**src/rtl/wb_pkg.sv**
```systemverilog
// Shared types for the writeback queue: entry layout, source tags and FSM encoding.
package wb_pkg;

    localparam int unsigned DATA_W   = 16;
    localparam int unsigned REG_W    = 3;
    localparam int unsigned NUM_REGS = 1 << REG_W;

    localparam logic SRC_ALU = 1'b0;
    localparam logic SRC_MEM = 1'b1;

    typedef enum logic [1:0] {
        IDLE  = 2'b00,
        WRITE = 2'b01,
        GAP   = 2'b10
    } wb_state_e;

    typedef struct packed {
        logic              src;
        logic [REG_W-1:0]  rd;
        logic [DATA_W-1:0] data;
    } wb_entry_t;

endpackage

```
**src/rtl/wb_fifo.sv**
```systemverilog
// In-order result buffer: up to two pushes and one pop per cycle, slots exposed for lookup.
module wb_fifo
    import wb_pkg::*;
#(
    parameter int unsigned DEPTH = 4
) (
    input  logic                       clock,
    input  logic                       reset_n,
    input  logic                       push0_valid_i,
    input  wb_entry_t                  push0_entry_i,
    input  logic                       push1_valid_i,
    input  wb_entry_t                  push1_entry_i,
    input  logic                       pop_i,
    output wb_entry_t                  slots_o [DEPTH],
    output logic [$clog2(DEPTH)-1:0]   rd_ptr_o,
    output logic [$clog2(DEPTH):0]     count_o
);

    localparam int unsigned PTR_W = $clog2(DEPTH);
    localparam int unsigned CNT_W = PTR_W + 1;

    wb_entry_t          mem_q [DEPTH];
    logic [PTR_W-1:0]   wr_ptr_q;
    logic [PTR_W-1:0]   rd_ptr_q;
    logic [CNT_W-1:0]   count_q;

    // push1 is only ever valid together with push0, so it always lands one slot later.
    always_ff @(posedge clock or negedge reset_n) begin
        if (!reset_n) begin
            wr_ptr_q <= '0;
            rd_ptr_q <= '0;
            count_q  <= '0;
        end else begin
            wr_ptr_q <= wr_ptr_q + PTR_W'(push0_valid_i) + PTR_W'(push1_valid_i);
            rd_ptr_q <= rd_ptr_q + PTR_W'(pop_i);
            count_q  <= count_q + CNT_W'(push0_valid_i) + CNT_W'(push1_valid_i) - CNT_W'(pop_i);
        end
    end

    always_ff @(posedge clock) begin
        if (push0_valid_i) mem_q[wr_ptr_q] <= push0_entry_i;
        if (push1_valid_i) mem_q[wr_ptr_q + PTR_W'(1)] <= push1_entry_i;
    end

    assign slots_o  = mem_q;
    assign rd_ptr_o = rd_ptr_q;
    assign count_o  = count_q;

endmodule

```
**src/rtl/writeback_queue.sv**
```systemverilog
// Writeback stage: queues ALU/load results and issues pulsed single writes to the register file.
module writeback_queue
    import wb_pkg::*;
#(
    parameter int unsigned DEPTH = 4
) (
    input  logic                 clock,
    input  logic                 reset_n,
    input  logic                 alu_valid,
    input  logic [REG_W-1:0]     alu_rd,
    input  logic [DATA_W-1:0]    alu_data,
    input  logic                 mem_valid,
    input  logic [REG_W-1:0]     mem_rd,
    input  logic [DATA_W-1:0]    mem_data,
    output logic                 wb_ready,
    output logic [REG_W-1:0]     RW,
    output logic [DATA_W-1:0]    BusW1,
    output logic [DATA_W-1:0]    BusW2,
    output logic                 sig_enable_write1,
    output logic                 sig_enable_write2,
    output logic [NUM_REGS-1:0]  pending_mask,
    input  logic [REG_W-1:0]     fwd_ra,
    input  logic [REG_W-1:0]     fwd_rb,
    output logic                 fwd_hit_a,
    output logic                 fwd_hit_b,
    output logic [DATA_W-1:0]    fwd_data_a,
    output logic [DATA_W-1:0]    fwd_data_b,
    output logic                 err_overflow
);

    localparam int unsigned PTR_W = $clog2(DEPTH);
    localparam int unsigned CNT_W = PTR_W + 1;

    wb_state_e          state_q, state_d;
    logic [REG_W-1:0]   rw_q, rw_d;
    logic [DATA_W-1:0]  busw1_q, busw1_d;
    logic [DATA_W-1:0]  busw2_q, busw2_d;
    logic               en1_q, en1_d;
    logic               en2_q, en2_d;
    logic               err_q;

    wb_entry_t          slots [DEPTH];
    logic [PTR_W-1:0]   rd_ptr;
    logic [CNT_W-1:0]   count;
    logic [PTR_W-1:0]   idx;
    wb_entry_t          head;
    wb_entry_t          alu_entry, mem_entry, push0_entry;
    logic               alu_ok, mem_ok, drop, pop;

    assign wb_ready  = (CNT_W'(DEPTH) - count) >= CNT_W'(2);
    assign alu_entry = '{src: SRC_ALU, rd: alu_rd, data: alu_data};
    assign mem_entry = '{src: SRC_MEM, rd: mem_rd, data: mem_data};

    // r0 writes are discarded outright; MEM is the older instruction and goes in first.
    assign alu_ok      = alu_valid && (alu_rd != '0) && wb_ready;
    assign mem_ok      = mem_valid && (mem_rd != '0) && wb_ready;
    assign drop        = ((alu_valid && (alu_rd != '0)) || (mem_valid && (mem_rd != '0))) && !wb_ready;
    assign push0_entry = mem_ok ? mem_entry : alu_entry;
    assign head        = slots[rd_ptr];

    wb_fifo #(.DEPTH(DEPTH)) u_fifo (
        .clock         (clock),
        .reset_n       (reset_n),
        .push0_valid_i (mem_ok || alu_ok),
        .push0_entry_i (push0_entry),
        .push1_valid_i (mem_ok && alu_ok),
        .push1_entry_i (alu_entry),
        .pop_i         (pop),
        .slots_o       (slots),
        .rd_ptr_o      (rd_ptr),
        .count_o       (count)
    );

    always_comb begin
        state_d = state_q;
        rw_d    = rw_q;
        busw1_d = busw1_q;
        busw2_d = busw2_q;
        en1_d   = 1'b0;
        en2_d   = 1'b0;
        pop     = 1'b0;
        case (state_q)
            IDLE, GAP: begin
                if (count != '0) begin
                    state_d = WRITE;
                    pop     = 1'b1;
                    rw_d    = head.rd;
                    if (head.src == SRC_ALU) begin
                        busw1_d = head.data;
                        en1_d   = 1'b1;
                    end else begin
                        busw2_d = head.data;
                        en2_d   = 1'b1;
                    end
                end else begin
                    state_d = IDLE;
                end
            end
            WRITE:   state_d = GAP;
            default: state_d = IDLE;
        endcase
    end

    always_ff @(posedge clock or negedge reset_n) begin
        if (!reset_n) begin
            state_q <= IDLE;
            rw_q    <= '0;
            busw1_q <= '0;
            busw2_q <= '0;
            en1_q   <= 1'b0;
            en2_q   <= 1'b0;
            err_q   <= 1'b0;
        end else begin
            state_q <= state_d;
            rw_q    <= rw_d;
            busw1_q <= busw1_d;
            busw2_q <= busw2_d;
            en1_q   <= en1_d;
            en2_q   <= en2_d;
            err_q   <= err_q | drop;
        end
    end

    // Walk from head to tail so the youngest matching entry overrides older ones.
    always_comb begin
        pending_mask = '0;
        fwd_hit_a    = 1'b0;
        fwd_hit_b    = 1'b0;
        fwd_data_a   = '0;
        fwd_data_b   = '0;
        idx          = '0;
        for (int unsigned k = 0; k < DEPTH; k++) begin
            idx = rd_ptr + PTR_W'(k);
            if (CNT_W'(k) < count) begin
                pending_mask[slots[idx].rd] = 1'b1;
                if ((fwd_ra != '0) && (slots[idx].rd == fwd_ra)) begin
                    fwd_hit_a  = 1'b1;
                    fwd_data_a = slots[idx].data;
                end
                if ((fwd_rb != '0) && (slots[idx].rd == fwd_rb)) begin
                    fwd_hit_b  = 1'b1;
                    fwd_data_b = slots[idx].data;
                end
            end
        end
    end

    assign RW                = rw_q;
    assign BusW1             = busw1_q;
    assign BusW2             = busw2_q;
    assign sig_enable_write1 = en1_q;
    assign sig_enable_write2 = en2_q;
    assign err_overflow      = err_q;

endmodule

```
**config.mk**
```make
export PLATFORM = sky130hd
export DESIGN_NAME = writeback_queue
export DESIGN_NICKNAME = d
export VERILOG_FILES = /design/src/rtl/wb_pkg.sv /design/src/rtl/wb_fifo.sv /design/src/rtl/writeback_queue.sv
export SDC_FILE = /design/constraint.sdc
export NUM_CORES = 1
export LEC_CHECK = 0
export BUFFER_PORTS_ARGS = -buffer_cell sky130_fd_sc_hd__buf_2
export CORE_UTILIZATION = 57
export DETAILED_ROUTE_END_ITERATION = 8
export GPL_TIMING_DRIVEN = 0
export HOLD_SLACK_MARGIN = 0.1
export PLACE_DENSITY = 0.8
export SETUP_SLACK_MARGIN = 0.02
export SYNTH_ARGS = -nofsm -noshare
export SYNTH_HDL_FRONTEND = slang
export SYNTH_SLANG_ARGS = --single-unit
```
**constraint.sdc**
```tcl
create_clock -name clock -period 5.1 [get_ports clock]
set_clock_uncertainty 0.2 [all_clocks]
set_input_delay 1.02 -clock clock [delete_from_list [all_inputs] [get_ports clock]]
set_output_delay 1.02 -clock clock [all_outputs]
set_load 0.05 [all_outputs]
```
# Word level (Yosys, flattened, before mapping)
# Cells that the tools add are included.
dict set report totals {
  ff_bits 127
}
dict set report op_classes {
  n_bitwise 11
  add_sub_neg 11
  n_lt_le_gt_ge 21
  mux 75
  n_eq_ne 10
  n_reduce_logical 33
}
# op n
set ops {}
lappend ops {{$mux 16} 16}
lappend ops {{$bmux 20 s2} 4}
lappend ops {{$bwmux 80} 2}
lappend ops {{$mux 80} 2}
lappend ops {{$mux 19} 6}
lappend ops {{$mux 20} 5}
lappend ops {{$demux 20 s2} 2}
lappend ops {{$mux 8} 4}
lappend ops {{$mux 1} 29}
lappend ops {{$eq 3x3->1} 8}
lappend ops {{$or 8x8->8} 3}
lappend ops {{$logic_and 1x1->1} 20}
lappend ops {{$ge 3x3->1 const B} 6}
lappend ops {{$not 2->3} 6}
lappend ops {{$lt 3x4->1 const B} 4}
lappend ops {{$reduce_bool 3->1} 5}
lappend ops {{$demux 1 s3} 4}
lappend ops {{$ge 3x1->1 const B} 4}
lappend ops {{$add 2x1->2} 3}
lappend ops {{$add 3x1->3} 2}
lappend ops {{$lt 1x3->1 const A} 2}
lappend ops {{$lt 2x3->1 const A} 2}
lappend ops {{$lt 3x1->1 const B} 2}
lappend ops {{$reduce_and 3->1} 2}
lappend ops {{other kinds (15)} 18}

# Depth between registers and ports, before layout
dict set report depth {
  word_depth 15
  mapped_depth 11
  ltp_nobuf 10
}

# By module
# Synthesis repeated with hierarchy kept, for this count alone.
dict set report hier_totals {
  cells_unflattened 1147
  hier_area_um2 9678.0
}
# mod area_each_um2 cells_per_inst n_inst
set modules_own_cells {}
lappend modules_own_cells {writeback_queue 5506.5 714 1}
lappend modules_own_cells {wb_fifo 4171.5 433 1}

# Least setup slack after synthesis
# Ideal clock, no wire load.
dict set report synth_timing {
  path_kind {input-to-output}
  from {in fwd_ra[2]}
  to {out fwd_data_a[10]}
  required_ps 3880
  path_buffers 3
  path_stages 9
  setup_slack_ps 509
  t_arrival_ps 3371
  cell_sequence {clkbuf_1 > nor2b_1 > mux2i_1 > a2111o_1 > buf_6 > o2111ai_4 > buf_4 > o22ai_1 > a31oi_1}
}
dict set report synth_via {
  elab_chain_len 10
}
# element line
set synth_lines {}
lappend synth_lines {{start, declared} writeback_queue.sv:22} ;# input logic [REG_W-1:0] fwd_ra,
lappend synth_lines {{$eq 3x3->1 / $reduce_bool 3->1 (equally long branches)} writeback_queue.sv:136} ;# if ((fwd_ra != '0) && (slots[idx].rd == fwd_ra)) begin
lappend synth_lines {{$logic_and 1x1->1} writeback_queue.sv:136}
lappend synth_lines {{$mux 16} writeback_queue.sv:136}
lappend synth_lines {{$mux 16} writeback_queue.sv:134} ;# if (CNT_W'(k) < count) begin
lappend synth_lines {{$mux 16} writeback_queue.sv:136}
lappend synth_lines {{$mux 16} writeback_queue.sv:134}
lappend synth_lines {{$mux 16} writeback_queue.sv:136}
lappend synth_lines {{$mux 16} writeback_queue.sv:134}
lappend synth_lines {{$mux 16} writeback_queue.sv:136}
lappend synth_lines {{$mux 16 *} writeback_queue.sv:134}
lappend synth_lines {{end, declared} writeback_queue.sv:26} ;# output logic [DATA_W-1:0] fwd_data_a,
# Every way passes the cells marked *; elsewhere a longest branch is shown, timed or not.

# Final worst setup path
dict set report layout_timing {
  from {reg u_fifo.rd_ptr_q[0], in the netlist u_fifo.rd_ptr_o[0]}
  to {out fwd_data_a[5]}
}
dict set report layout_via {
  elab_chain_len 14
}
# element line
set layout_lines {}
lappend layout_lines {{start, declared} wb_fifo.sv:24} ;# logic [PTR_W-1:0] rd_ptr_q;
lappend layout_lines {{start signal, assigned} wb_fifo.sv:35} ;# rd_ptr_q <= rd_ptr_q + PTR_W'(pop_i);
lappend layout_lines {{branches (longest 13 deep; another with $add 2x1->2)} n/a}
lappend layout_lines {{$mux 16 *} writeback_queue.sv:134}
# Mark *: on every way between the ends. The select of a mux whose other input is x is not followed.

==> impl_metrics.json <==
{
  "status": "finished, violations left",
  "violations": "design-rule violations",
  "ctsRootBufferMaster": "clkbuf_16",
  "cp-start-kind": "flip-flop",
  "r2r-end": "u_fifo.slots_o[31]$_DFF_P_",
  "synth_area_sq_um": 8650,
  "hold_viol_final": 0,
  "postCtsHoldBufs": 0,
  "required_ns": 3.88,
  "r2r_slack_ns": 1.62,
  "post_cts_buffers": 0,
  "synth_seq_area_share_pct": 31.8,
  "postLayoutCellArea_sq_um": 10100,
  "period_share_pct": 91.5,
  "post_cts_resized": 0,
  "core_sq_um": 14600,
  "cp.arrival_ns": 3.45,
  "initial_utilization_pct": 59.1,
  "synth-main-ff-cell": "dfxtp_1",
  "synth_top_area_share_pct": 19.3,
  "cts_buffers": 17,
  "fmax_mhz": 214,
  "hold_path_end": "BusW2[6]$_DFFE_PN0P_",
  "gr-max-usage-layer": "met2",
  "tightest_slew_ns": 1.05,
  "fin_crit_ns": 4.67,
  "dr.pass1.iters": 9,
  "overflow": 0,
  "end_kind": "output pin",
  "h-tree-depth": 4,
  "min_from": "BusW2[6]$_DFFE_PN0P_",
  "ys_warn_count": 0,
  "rsz0062_at_grt": "no",
  "grt_pass1_wl_microns": 43000,
  "gp_congestion": 0.930,
  "io_pins": 129,
  "placed_area_sq_um": 9490,
  "num_rows": 44,
  "cts.sinks": 126,
  "timing.rr.start": "u_fifo.count_o[1]$_DFF_PN0_",
  "place_ws_ns": 0.512,
  "vias": 8399,
  "drc": 24,
  "finalWirelength_microns": 26800,
  "crit_chain": "buf_6, buf_6, mux2i_1, mux2i_2, xnor2_1, o211ai_1, and2_4, buf_6, buf_6, a31oi_1, buf_2",
  "clock_path_buffers": 2,
  "fp.dieW_microns": 125,
  "path_buf_inv": 5,
  "nets": 1109,
  "crit_fanout": 10,
  "drive_above_1_share_pct": 30.5,
  "relSlewSlack_pct": 29.9,
  "syn_inst": 910,
  "num_antenna_cells": 0,
  "fin_setup_tns_ns": 0,
  "crit_family": "buffers and inverters",
  "final_cells": 1248,
  "ys_ff_latch": 126,
  "grt_max_degree": 47,
  "critPathKind": "reg -> out",
  "tritoncts": "built",
  "dr.first_iter.drc_count": 1124,
  "antenna_found_initial": 0,
  "critPathSlowestCell": "mux2i_1",
  "port_buffers": 122,
  "dieArea_sq_um": 15700,
  "critPathMaxStageDelay_ns": 0.45,
  "ant_nets": 0,
  "synth_common_cells": "130 x nand2_1, 111 x o22ai_1, 96 x nor2_1",
  "cp_common_cell": "buf_6",
  "synth-edff-count": 0,
  "insertion_delay_ns": 0.43,
  "setup_viol": 0,
  "met3_usage_pct": 8.77,
  "post_drt_via_cell_ratio": 6.73,
  "clkTransAtPathRegs_ns": 0.06,
  "holdPathStages": 2,
  "use_met2_pct": 52.7,
  "die_height_microns": 125,
  "met1_usage_pct": 50.1,
  "syn_area_per_cell_sq_um": 9.50,
  "syn_nets": 968,
  "wl_per_cell_microns": 21.4,
  "final_max_slew_viol_count": 0,
  "synth.most_common_cell": "nand2_1",
  "synthTopCellsByArea": "mux4_2 19%, dfxtp_1 19%, dfrtp_1 13%",
  "synth.largest_area_cell": "mux4_2",
  "ys_types": 56,
  "placed_cells": 1216,
  "ys_async_sr_fraction_pct": 36.5,
  "hold_class": "reg -> reg",
  "maxCapViolCount": 0,
  "grt_pass1_vias": 7908,
  "reg2reg_depth": 11,
  "syn2layout_area_growth_pct": 16.4,
  "grt_usage_pct": 35.3,
  "fin_ws_ns": 0.435,
  "hpwlAfterDp_microns": 20000
}
-- cell families (layout without fill, tap and decap cells) --
family                     Yosys count  count (layout)  synth area share, %
AOI/OAI and AO/OA                  278             278                 21.4
xor gates and xnor gates            13              13                 1.32
adders and majority gates           10              10                 1.71
buffers and inverters               91             245                 5.71
DFF                                126             126                 31.8
muxes                              115             115                 24.5
and+or+nand+nor                    277             277                 13.5
-- routing by layer --
layer / part of all wire, % / vias to the layer above
met5: 0 / -
met4: 2.5 / 0
met3: 12 / 74
met2: 44 / 620
met1: 41 / 3965
li1: - / 3740
-- worst register-to-register path: stages (launching register included) --
cell	delay [ns]
dfrtp_1	0.38
inv_1	0.12
ha_1	0.20
ha_1	0.27
or3b_2	0.20
clkbuf_1	0.18
o21ai_1	0.25
nor2_1	0.30
clkbuf_1	0.38
clkbuf_1	0.59
o22ai_1	0.16
a21oi_1	0.18
-- state kept, by name, indices dropped and copies added, names as in the netlist --
name / count
u_fifo.slots_o: 80
BusW1: 16
BusW2: 16
RW: 3
u_fifo.count_o: 3
u_fifo.rd_ptr_o: 2
u_fifo.wr_ptr_q: 2
err_overflow: 1
sig_enable_write1: 1
sig_enable_write2: 1
state_q: 1
-- layout make-up --
type	count	area, sq um
Multi-Input combinational cell	693	5400
Fill cell	1141	4570
Sequential cell	126	2750
Timing Repair Buffer	122	611
Clock buffer	19	454
Buffer	75	434
Tap cell	184	230
Clock inverter	13	128
Inverter	16	60.1
-- worst max path at each step --
stage	from	to	slack (ns)	depth (start not counted)
CTS	u_fifo.rd_ptr_o[0]$_DFF_PN0_	fwd_data_a[5]	0.50	11
finish	u_fifo.rd_ptr_o[0]$_DFF_PN0_	fwd_data_a[5]	0.43	11
floorplan	fwd_ra[2]	fwd_data_a[10]	0.51	9
global route	u_fifo.rd_ptr_o[0]$_DFF_PN0_	fwd_data_b[9]	0.32	11
detailed placement	fwd_ra[2]	fwd_data_a[5]	0.51	10
global placement	fwd_rb[2]	fwd_data_b[9]	0.49	10
-- placed cells by master (no fill, tap or decap), types with 22 or more instances in the layout --
cell      netlist  routed
mux4_2         74      74
o22ai_1       111     111
buf_2          20     142
nor2_1         96      96
a31oi_1        33      33
dfrtp_1        46      46
dfxtp_1        80      80
clkbuf_1       33      34
nand2_1       130     130
a21oi_1        80      80
mux2_2         22      22
-- per-stage QoR --
stage / util (%) / hold slack, ns
2_1_floorplan: - / 0.248
3_3_place_gp: 64.8 / 0.253
3_5_place_dp: 64.8 / 0.257
4_1_cts: 68.8 / 0.272
5_1_grt: 68.8 / 0.291
6_report: 68.8 / 0.267
Power is left out: the tool's default activity adds up to more than one toggle a clock period on the data nets, which glitch-free logic cannot reach.
